## src/rtl/data_mem_arbiter.sv

```systemverilog
// data_mem_arbiter: shares the single-port data memory between the MEM stage and the debug port.
// The pipeline owns the port; debug takes one cycle when it is idle, or steals one after a bounded wait.
module data_mem_arbiter #(
    parameter int ADDR_WIDTH   = 11,
    parameter int DATA_WIDTH   = 32,
    parameter int DBG_MAX_WAIT = 4
) (
    input  logic                  clock,
    input  logic                  reset_n,
    input  logic                  pipe_mem_read,
    input  logic                  pipe_mem_write,
    input  logic [ADDR_WIDTH-1:0] pipe_address,
    input  logic [DATA_WIDTH-1:0] pipe_wdata,
    output logic [DATA_WIDTH-1:0] pipe_rdata,
    output logic                  pipe_stall,
    input  logic                  dbg_req,
    input  logic                  dbg_we,
    input  logic [ADDR_WIDTH-1:0] dbg_address,
    input  logic [DATA_WIDTH-1:0] dbg_wdata,
    output logic                  dbg_ack,
    output logic [DATA_WIDTH-1:0] dbg_rdata,
    output logic [ADDR_WIDTH-1:0] mem_address,
    output logic [DATA_WIDTH-1:0] mem_wdata,
    output logic                  mem_read,
    output logic                  mem_write,
    input  logic [DATA_WIDTH-1:0] mem_rdata
);
    localparam int WW = DBG_MAX_WAIT > 1 ? $clog2(DBG_MAX_WAIT) : 1;
    localparam logic [WW-1:0] WAIT_MAX = WW'(DBG_MAX_WAIT - 1);

    typedef enum logic [1:0] {S_PIPE, S_DBG, S_ACK} state_t;

    state_t                state_q, state_d;
    logic [WW-1:0]         wait_q, wait_d;
    logic                  we_q, we_d;
    logic [ADDR_WIDTH-1:0] addr_q, addr_d;
    logic [DATA_WIDTH-1:0] wdata_q, wdata_d;
    logic [DATA_WIDTH-1:0] rdata_q, rdata_d;
    logic                  pipe_busy, grant, dbg_sel;

    assign pipe_busy = pipe_mem_read | pipe_mem_write;
    assign grant     = dbg_req & (~pipe_busy | (wait_q == WAIT_MAX));

    always_ff @(posedge clock or negedge reset_n) begin
        if (!reset_n) begin
            state_q <= S_PIPE;
            wait_q  <= '0;
            we_q    <= 1'b0;
            addr_q  <= '0;
            wdata_q <= '0;
            rdata_q <= '0;
        end else begin
            state_q <= state_d;
            wait_q  <= wait_d;
            we_q    <= we_d;
            addr_q  <= addr_d;
            wdata_q <= wdata_d;
            rdata_q <= rdata_d;
        end
    end

    always_comb begin
        state_d = state_q;
        wait_d  = wait_q;
        we_d    = we_q;
        addr_d  = addr_q;
        wdata_d = wdata_q;
        rdata_d = rdata_q;
        case (state_q)
            S_PIPE: begin
                wait_d = !dbg_req ? '0 : (pipe_busy && wait_q != WAIT_MAX) ? wait_q + 1'b1 : wait_q;
                if (grant) begin
                    state_d = S_DBG;
                    we_d    = dbg_we;
                    addr_d  = dbg_address;
                    wdata_d = dbg_wdata;
                end
            end
            S_DBG: begin
                state_d = S_ACK;
                wait_d  = '0;
                rdata_d = we_q ? rdata_q : mem_rdata;
            end
            default: state_d = S_PIPE;
        endcase
    end

    // Only S_DBG takes the port; S_ACK is already a pass-through cycle for the pipeline.
    always_comb begin
        dbg_sel     = state_q == S_DBG;
        mem_address = dbg_sel ? addr_q : pipe_address;
        mem_wdata   = dbg_sel ? wdata_q : pipe_wdata;
        mem_write   = dbg_sel ? we_q : pipe_mem_write;
        mem_read    = dbg_sel ? ~we_q : pipe_mem_read;
        pipe_rdata  = dbg_sel ? '0 : mem_rdata;
        pipe_stall  = dbg_sel & pipe_busy;
        dbg_ack     = state_q == S_ACK;
        dbg_rdata   = rdata_q;
    end
endmodule
```

## config.mk

```make
export PLATFORM = sky130hd
export DESIGN_NAME = data_mem_arbiter
export DESIGN_NICKNAME = d
export VERILOG_FILES = /design/src/rtl/data_mem_arbiter.sv
export SDC_FILE = /design/constraint.sdc
export NUM_CORES = 1
export LEC_CHECK = 0
export BUFFER_PORTS_ARGS = -buffer_cell sky130_fd_sc_hd__buf_4
export CORE_AREA = 2 2 97 99
export CTS_BUF_LIST = sky130_fd_sc_hd__clkbuf_4 sky130_fd_sc_hd__clkbuf_8 sky130_fd_sc_hd__clkbuf_16
export DETAILED_ROUTE_END_ITERATION = 7
export DIE_AREA = 0 0 99 101
export GPL_TIMING_DRIVEN = 0
export HOLD_SLACK_MARGIN = 0.02
export PLACE_DENSITY_LB_ADDON = 0.25
export SYNTH_ARGS = -nofsm -noshare
export SYNTH_HDL_FRONTEND = slang
export SYNTH_SLANG_ARGS = --single-unit
```

## constraint.sdc

```tcl
create_clock -name clock -period 2.8 [get_ports clock]
set_clock_uncertainty 0.2 [all_clocks]
set_input_delay 0 -clock clock [delete_from_list [all_inputs] [get_ports clock]]
set_output_delay 0 -clock clock [all_outputs]
set_load 0.02 [all_outputs]
```

==> flow_summary.ini, run 1 <==
[run_status]
outcome = complete, no violations

[global_route]
grt_max_degree = 81
grt_pass1_wl_mm = 19.6
antenna_found_initial = 0
grt_pass1_vias = 3956
grt_overflow = 0
track_usage_pct = 25.0

[worst_setup_path]
cp-end-kind = primary output
critPathSlowestCell = dfrtp_1
cpPeakStageDelay_ps = 440
cp-start-kind = register
reg2regPathDepth = 5
critPathArrivalTime_ps = 2200
crit_fanout = 16
critPathKind = reg2out
crit_path_frequent_cell = nand2_1
path_cells = nand2b_1 -> buf_2 -> inv_2 -> clkbuf_1 -> nand2_1 -> nand2_1 -> buf_4
required_ps = 2600

[pwr]
p_per_area_mw_per_mm2 = 711
vdd_drop_max_v = 0.000309
leakagePower_nw = 3.63
report.power.total_mw = 4.88

[cts]
cts_max_level = 3
cts_resized = 0
cts_buffers = 9
cts_root_buf = clkbuf_8
cts.sinks = 80
path_clk_slew_ps = 70
tritoncts = yes
cts_buffer_depth = 2
clock_latency_ps = 340

[floorplanning]
row_count = 35
io_pins = 235
dieArea_mm2 = 0.0100
die_w_um = 99
core_mm2 = 0.00898
die_y_um = 101
start_util_pct = 43.9

[timing]
fin_ws_ps = 404
grt_setup_unrepaired = no
drv_slew = 0
period_needed_ps = 2400
max_slew.worst_pin.slew_ps = 992
finalSetupViolations = 0
fmax_ghz = 0.417
relSlewSlack_pct = 33.9
post-route-period-util_pct = 85.6
finalHoldViolations = 0
tns_ps = 0

[route]
wl_per_cell_um = 15.8
drt_wl_total_mm = 12.6
vias = 3850
drt-pass1-iter-count = 4
ant_nets = 0
vias_per_cell = 4.81
dr.first_iter.drc_count = 137
drc = 0

[placed_design]
postPlaceCellArea_mm2 = 0.00584
pre_cts_slack_ps = 604
dp_hpwl_mm = 8.23
routabilityCongestion = 0.783
place_inst = 704
port_buffers = 234

[layout]
n_antenna_cell = 0
postLayoutCellArea_mm2 = 0.00687
stdcell_count = 800
layout-drive-gt1-share_pct = 48.0
final_cell_mix = buf_4 (234), nand2_1 (130), dlygate4sd3_1 (81), dfrtp_1 (80), mux2_4 (39)
syn_to_final_growth_pct = 74.3
mostFrequentLayoutCell = buf_4
fin_nets = 809

[yosys]
yosysUniqueCellTypes = 24
synth_cells = 359
syn_avg_cell_area_um2 = 11.0
synth-seq-cells = 80
yosys_warnings = 0
yosysSeqAreaShare_pct = 50.8
synth_area_mm2 = 0.00394
syn_nets = 484

[min_path]
min_path_cells = 4
hold_path_class = in2out

[run]
maxCapViolCount = 0
==> registers in the layout (all words and copies together) (netlist names) <==
signal / cells
wdata_q: 32
we_q: 1
dbg_rdata: 32
wait_q: 2
state_q: 2
addr_q: 11
==> critical path: cells and delay by family (launching register included) <==
family / cells / cell delay (ps)
AND/OR/NAND/NOR: 3 / 400
buffers and inverters: 4 / 1020
flip-flops: 1 / 440
==> what timing repair did <==
item | 4_1_cts | 5_1_grt
buffers inserted | 0 | 0
hold buffers | 81 | 0
setup endpoints to repair | 0 | 1
hold endpoints to repair | 158 | 0
==> cells by family after synthesis <==
family,synth area share (%)
AO/OA/AOI/OAI,0.825
adder cells (fa/ha/maj),0.317
buffers and inverters,3.27
flip-flops,50.8
multiplexers,25.7
AND/OR/NAND/NOR,19.1
==> cell usage after synthesis (all sizes together) <==
master | instances | area [um2]
inv | 2 | 7.50
a221o | 1 | 10.0
nand2 | 130 | 488
or3 | 1 | 6.26
a21o | 1 | 7.51
dfrtp | 80 | 2000
nor2 | 5 | 21.3
and2 | 32 | 200
ha | 1 | 12.5
o21ai | 1 | 5.00
clkbuf | 12 | 45.0
mux2 | 76 | 1000
nor2b | 2 | 12.5
buf | 9 | 76.3
mux2i | 1 | 10.0
nor3b | 1 | 7.51
nor3 | 1 | 5.00
nand2b | 2 | 12.5
o21ba | 1 | 10.0
==> stage by stage <==
| step | utilization (%) | hold WS (ps) |
|---|---|---|
| final | 76.5 | 92.0 |
| after global routing | 76.5 | 108 |
| after floorplan | - | -496 |
| after CTS | 76.6 | 92.4 |
| after global placement | 65.0 | 20.6 |
| after detailed placement | 65.0 | 32.7 |
==> final timing paths <==
kind	startpoint	end	slack, ps
worst min register to register	dbg_rdata[28]$_DFFE_PN0P_	dbg_rdata[28]$_DFFE_PN0P_	290
min in group asynchronous	reset_n	wdata_q[9]$_DFFE_PN0P_	160
worst max register to register	state_q[1]$_DFFE_PN0P_	dbg_rdata[23]$_DFFE_PN0P_	600
max in group asynchronous	reset_n	dbg_rdata[4]$_DFFE_PN0P_	1590
worst min-delay path	pipe_wdata[19]	mem_wdata[19]	90
worst max-delay path	state_q[1]$_DFFE_PN0P_	mem_wdata[23]	400
==> layout make-up <==
class / count / area (um2)
inverters: 2 / 7.51
multi-input cells: 256 / 1810
clock buffers: 11 / 145
fillers: 545 / 2110
repair buffers: 315 / 2570
clock inverters: 5 / 80.1
plain buffers: 20 / 118
flip-flops and latches: 80 / 2000
well taps: 111 / 139
==> metal layers <==
metal	global-route usage [%]	share of wire [%]
met1	29.7	40
met2	44.4	51
met3	5.76	7.1
met4	9.06	2.0
met5	0	0
==> where the power goes <==
part	leakage [nW]	switching (mW)	internal [mW]	total (mW)
Sequential	0.957	0.256	1.61	1.86
Combinational	2.56	0.943	1.12	2.06
Clock	0.109	0.421	0.535	0.956
Note: power is estimated with default switching activity, not from simulation.
==> inputs of run 2 (changes only) <==
CTS_BUF_LIST = sky130_fd_sc_hd__clkbuf_4 sky130_fd_sc_hd__clkbuf_8   (was sky130_fd_sc_hd__clkbuf_4 sky130_fd_sc_hd__clkbuf_8 sky130_fd_sc_hd__clkbuf_16)
GPL_TIMING_DRIVEN = unset   (was 0)
clock period = 2.5 ns   (was 2.8 ns; I/O delays follow)
==> run 2 against run 1 <==
Compared with the run above: hold slack better by 1.4 ps; die area unchanged; count of clock-buffer cells in the layout down 2; critical path type unchanged; combinational power up 11%; cell count down 1.9%; clock power up 19%.
==> flow_summary.ini, run 2 (synthesis results as in run 1) <==
[route]
vias = 3719
wl_per_cell_um = 15.1
drt_wl_total_mm = 11.9
vias_per_cell = 4.74
drt-pass1-iter-count = 4
drc = 0
dr.first_iter.drc_count = 85
ant_nets = 0

[layout]
postLayoutCellArea_mm2 = 0.00684
mostFrequentLayoutCell = buf_4
final_core_util_pct = 76.2
n_antenna_cell = 0
final_cell_mix = buf_4 (237), nand2_1 (130), dlygate4sd3_1 (81), dfrtp_1 (80), mux2_4 (39)
fin_nets = 794
syn_to_final_growth_pct = 73.6
layout-drive-gt1-share_pct = 48.8

[timing]
drv_slew = 0
fmax_ghz = 0.450
post-route-period-util_pct = 88.9
grt_setup_unrepaired = no
relSlewSlack_pct = 34.9
finalSetupViolations = 0
tns_ps = 0
period_needed_ps = 2220
finalHoldViolations = 0
max_slew.worst_pin.slew_ps = 977

[floorplanning]
io_pins = 235
row_count = 35
die_y_um = 101
die_w_um = 99
start_util_pct = 43.9
dieArea_mm2 = 0.0100
core_mm2 = 0.00898

[cts]
path_clk_slew_ps = 80
cts.sinks = 80
clock_latency_ps = 330
cts_buffers = 9
cts_max_level = 3
cts_buffer_depth = 2
hold_buffers = 81
tritoncts = yes
postCtsSetupRepairBufs = 0
cts_resized = 0
cts_root_buf = clkbuf_8

[worst_setup_path]
crit_end = mem_address[10]
reg2reg_from = wait_q[0]$_DFFE_PN0P_
r2r_setup_slack_ps = 350
reg2regPathDepth = 5
cp-start-kind = register
critPathArrivalTime_ps = 2020
crit_path_frequent_cell = nand2_1
cpPeakStageDelay_ps = 560
critPathKind = reg2out
cp-end-kind = primary output
path_cells = nand2b_2 -> inv_2 -> nand2_1 -> nand2_1 -> buf_4
r2r-end = wdata_q[15]$_DFFE_PN0P_
crit_path_start = state_q[1]$_DFFE_PN0P_
crit_fanout = 45
critPathSlowestCell = inv_2
required_ps = 2300

[run]
maxCapViolCount = 0

[global_route]
grt_max_degree = 81
grt_pass1_wl_mm = 18.6
grt_overflow = 0
track_usage_pct = 23.4
grt_pass1_vias = 3879
antenna_found_initial = 0

[min_path]
hold_path_class = in2out
min_path_cells = 4

[pwr]
leakagePower_nw = 3.61
vdd_drop_max_v = 0.000392
p_per_area_mw_per_mm2 = 807
report.power.total_mw = 5.52

[placed_design]
postPlaceCellArea_mm2 = 0.00579
routabilityCongestion = 0.759
port_buffers = 234
dp_hpwl_mm = 7.64

[run_status]
outcome = complete, no violations
## run 2: cell count changes in the layout (fill, tap and decap cells not counted), sizes merged
cell      change
buf           -4
clkbuf       -13
clkinvlp      -1
clkinv        +2
bufinv        +1
## run 2: power breakdown
group | total (mW) | internal, mW | switching (mW)
sequential | 2.09 | 1.80 | 0.295
combinational | 2.28 | 1.25 | 1.03
clock | 1.14 | 0.665 | 0.479
## run 2: cell type report
cell class / count / area [um2]
Timing Repair Buffer: 320 / 2630
Tap cell: 111 / 139
Sequential cell: 80 / 2000
Clock inverter: 7 / 120
Fill cell: 562 / 2140
Multi-Input combinational cell: 256 / 1820
Clock buffer: 9 / 124
Inverter: 2 / 7.51
## run 2: layer usage
metal	vias to the layer above	track usage (%)	wire, um
met5	-	0	0
met4	0	8.22	147
met3	12	4.37	745
met2	153	41.6	6100
met1	1781	28.5	4850
li1	1773	-	-
## run 2: worst min path at each step
stage / slack [ps] / end / from
global route: 110 / mem_wdata[18] / pipe_wdata[18]
finish: 90 / mem_wdata[9] / pipe_wdata[9]
floorplan: -500 / addr_q[0]$_DFFE_PN0P_ / reset_n
global placement: 10 / wdata_q[10]$_DFFE_PN0P_ / reset_n
CTS: 90 / mem_wdata[21] / pipe_wdata[21]
detailed placement: 20 / wdata_q[3]$_DFFE_PN0P_ / reset_n
## run 2: metrics by stage
step / worst slack (ps) / hold WS [ps] / instances
after floorplan: 577 / -496 / 359
after global placement: 463 / 14.2 / 688
after detailed placement: 378 / 24.7 / 688
after CTS: 249 / 95.0 / 785
after global routing: 101 / 107 / 785
final: 277 / 93.5 / 785
## run 2: worst max-delay path, delay by kind of cell, from the launching register on
kind / cells / cell delay, ps
simple gates: 3 / 530
buf+inv: 2 / 700
flops: 1 / 440
==> inputs of run 3 (changes only) <==
CORE_AREA = 2 2 74 129   (was 2 2 97 99)
DIE_AREA = 0 0 76 131   (was 0 0 99 101)
==> run 3 against run 2 <==
Compared with the run above: routed wire length increased by 1.2%; via count shrank 0.35%; total power down 5.9%; non-clock buffer count stayed put.
==> flow_summary.ini, run 3 (synthesis results as in run 1) <==
[min_path]
hold_path_class = in2out
min_path_cells = 4
holdCritStartpoint = pipe_wdata[25]
worstHoldEndpoint = mem_wdata[25]

[route]
wl_per_cell_um = 15.1
drt_wl_total_mm = 12.0
ant_nets = 0
dr.first_iter.drc_count = 128
drc = 0
vias_per_cell = 4.67
drt-pass1-iter-count = 4
vias = 3706

[pwr]
clkPwrFrac_pct = 15.9
vdd_drop_max_v = 0.000473
leakagePower_nw = 3.57
combPwrFrac_pct = 43.9
p_int_mw = 3.43
p_seq_share_pct = 40.2
switching_share_pct = 34.0
report.power.total_mw = 5.20
p_switching_mw = 1.77
p_per_area_mw_per_mm2 = 767

[cts]
cts_resized = 0
cts_root_buf = clkbuf_8
tritoncts = yes
path_clk_slew_ps = 70
cts_max_level = 3
clock_latency_ps = 340
cts.sinks = 80
cts_buffer_depth = 2
cts_buffers = 9

[layout]
n_antenna_cell = 0
mostFrequentLayoutCell = buf_4
syn_to_final_growth_pct = 72.0
postLayoutCellArea_mm2 = 0.00678
layout-drive-gt1-share_pct = 49.0
fin_nets = 794
fillers = 573
final_cell_mix = buf_4 (238), nand2_1 (130), dfrtp_1 (80), dlygate4sd3_1 (80), mux2_4 (39)

[global_route]
grt_pass1_vias = 3912
grt_max_degree = 81
antenna_found_initial = 0
grt_pass1_wl_mm = 18.7
grt_overflow = 0
track_usage_pct = 23.9

[floorplanning]
die_y_um = 131
io_pins = 235
row_count = 46
die_w_um = 76
start_util_pct = 44.2
dieArea_mm2 = 0.00996
core_mm2 = 0.00892

[timing]
finalSetupViolations = 0
fin_ws_ps = 265
period_needed_ps = 2230
finalHoldViolations = 0
drv_slew = 0
hold_slack_ps = 92.2
tns_ps = 0
grt_setup_unrepaired = no
fmax_ghz = 0.447
relSlewSlack_pct = 32.4
post-route-period-util_pct = 89.4
max_slew.worst_pin.slew_ps = 1010

[worst_setup_path]
critPathArrivalTime_ps = 2270
r2r_setup_slack_ps = 270
crit_fanout = 32
critPathKind = reg2reg
required_ps = 2530
reg2regPathDepth = 5
cp-start-kind = register
r2r-end = wdata_q[11]$_DFFE_PN0P_
reg2reg_from = wait_q[0]$_DFFE_PN0P_
cp-end-kind = register

[run_status]
outcome = complete, no violations

[placed_design]
dp_hpwl_mm = 8.23
port_buffers = 234
routabilityCongestion = 0.799
pre_cts_slack_ps = 262
postPlaceCellArea_mm2 = 0.00581

[run]
maxCapViolCount = 0
run 3: cell types whose count changed in the layout (fill, tap and decap cells not counted):
cell / change
clkbuf_8: +1
clkinv_2: +3
clkinvlp_4: +1
buf_4: +1
clkinv_4: -2
dlygate4sd3_1: -1
bufinv_16: -3
run 3: power groups by stage:
| stage | clock (mW) | sequential, mW | combinational [mW] |
|---|---|---|---|
| after floorplan | 0 | 2.37 | 0.940 |
| after detailed placement | 0 | 2.10 | 2.18 |
| after global routing | 0.912 | 2.15 | 2.41 |
| after global placement | 0 | 2.07 | 2.12 |
| final | 0.828 | 2.09 | 2.28 |
| after CTS | 0.859 | 2.09 | 2.29 |
run 3: per-stage QoR:
step,instances,utilization (%)
after global placement,698,65.1
final,794,76.0
after CTS,794,76.0
after detailed placement,698,65.1
after global routing,794,76.0
after floorplan,359,-
run 3: how the worst max path moves through the flow:
stage                                startpoint                      end  depth (start not counted)
after floorplan           wait_q[0]$_DFFE_PN0P_    addr_q[0]$_DFFE_PN0P_                          6
after global placement    wait_q[0]$_DFFE_PN0P_  wdata_q[10]$_DFFE_PN0P_                          5
after detailed placement  wait_q[0]$_DFFE_PN0P_  wdata_q[11]$_DFFE_PN0P_                          5
after CTS                 wait_q[0]$_DFFE_PN0P_  wdata_q[11]$_DFFE_PN0P_                          5
after global routing      wait_q[0]$_DFFE_PN0P_  wdata_q[11]$_DFFE_PN0P_                          5
final                     wait_q[0]$_DFFE_PN0P_  wdata_q[11]$_DFFE_PN0P_                          5
run 3: metal layers:
metal | up-vias | track usage [%] | routed length (um)
met3 | 18 | 5.91 | 718
li1 | 1770 | - | -
met5 | - | 0 | 0
met1 | 1776 | 25.0 | 4420
met4 | 0 | 9.30 | 226
met2 | 142 | 46.2 | 6630
run 3: final cells by class:
cell class                 instances  area [um2]  share of cell area [%]
sequential                        80        2000                    29.5
tap                              120         150                    2.21
inverter                           2        7.51                   0.111
clock inverter                     6        35.0                   0.517
timing repair buffer             320        2630                    38.8
multi-input combinational        256        1820                    26.8
clock buffer                      10         138                    2.03
run 3: repair_timing:
action	in CTS	in global routing
endpoints found under the hold margin	158	0
hold buffers	80	0
setup buffers	0	0
run 3: worst max-delay path, stage by stage (launching register included):
cell	delay, ps
dfrtp_1	410
ha_1	200
o21ba_1	280
or3_2	150
buf_4	480
mux2_2	400
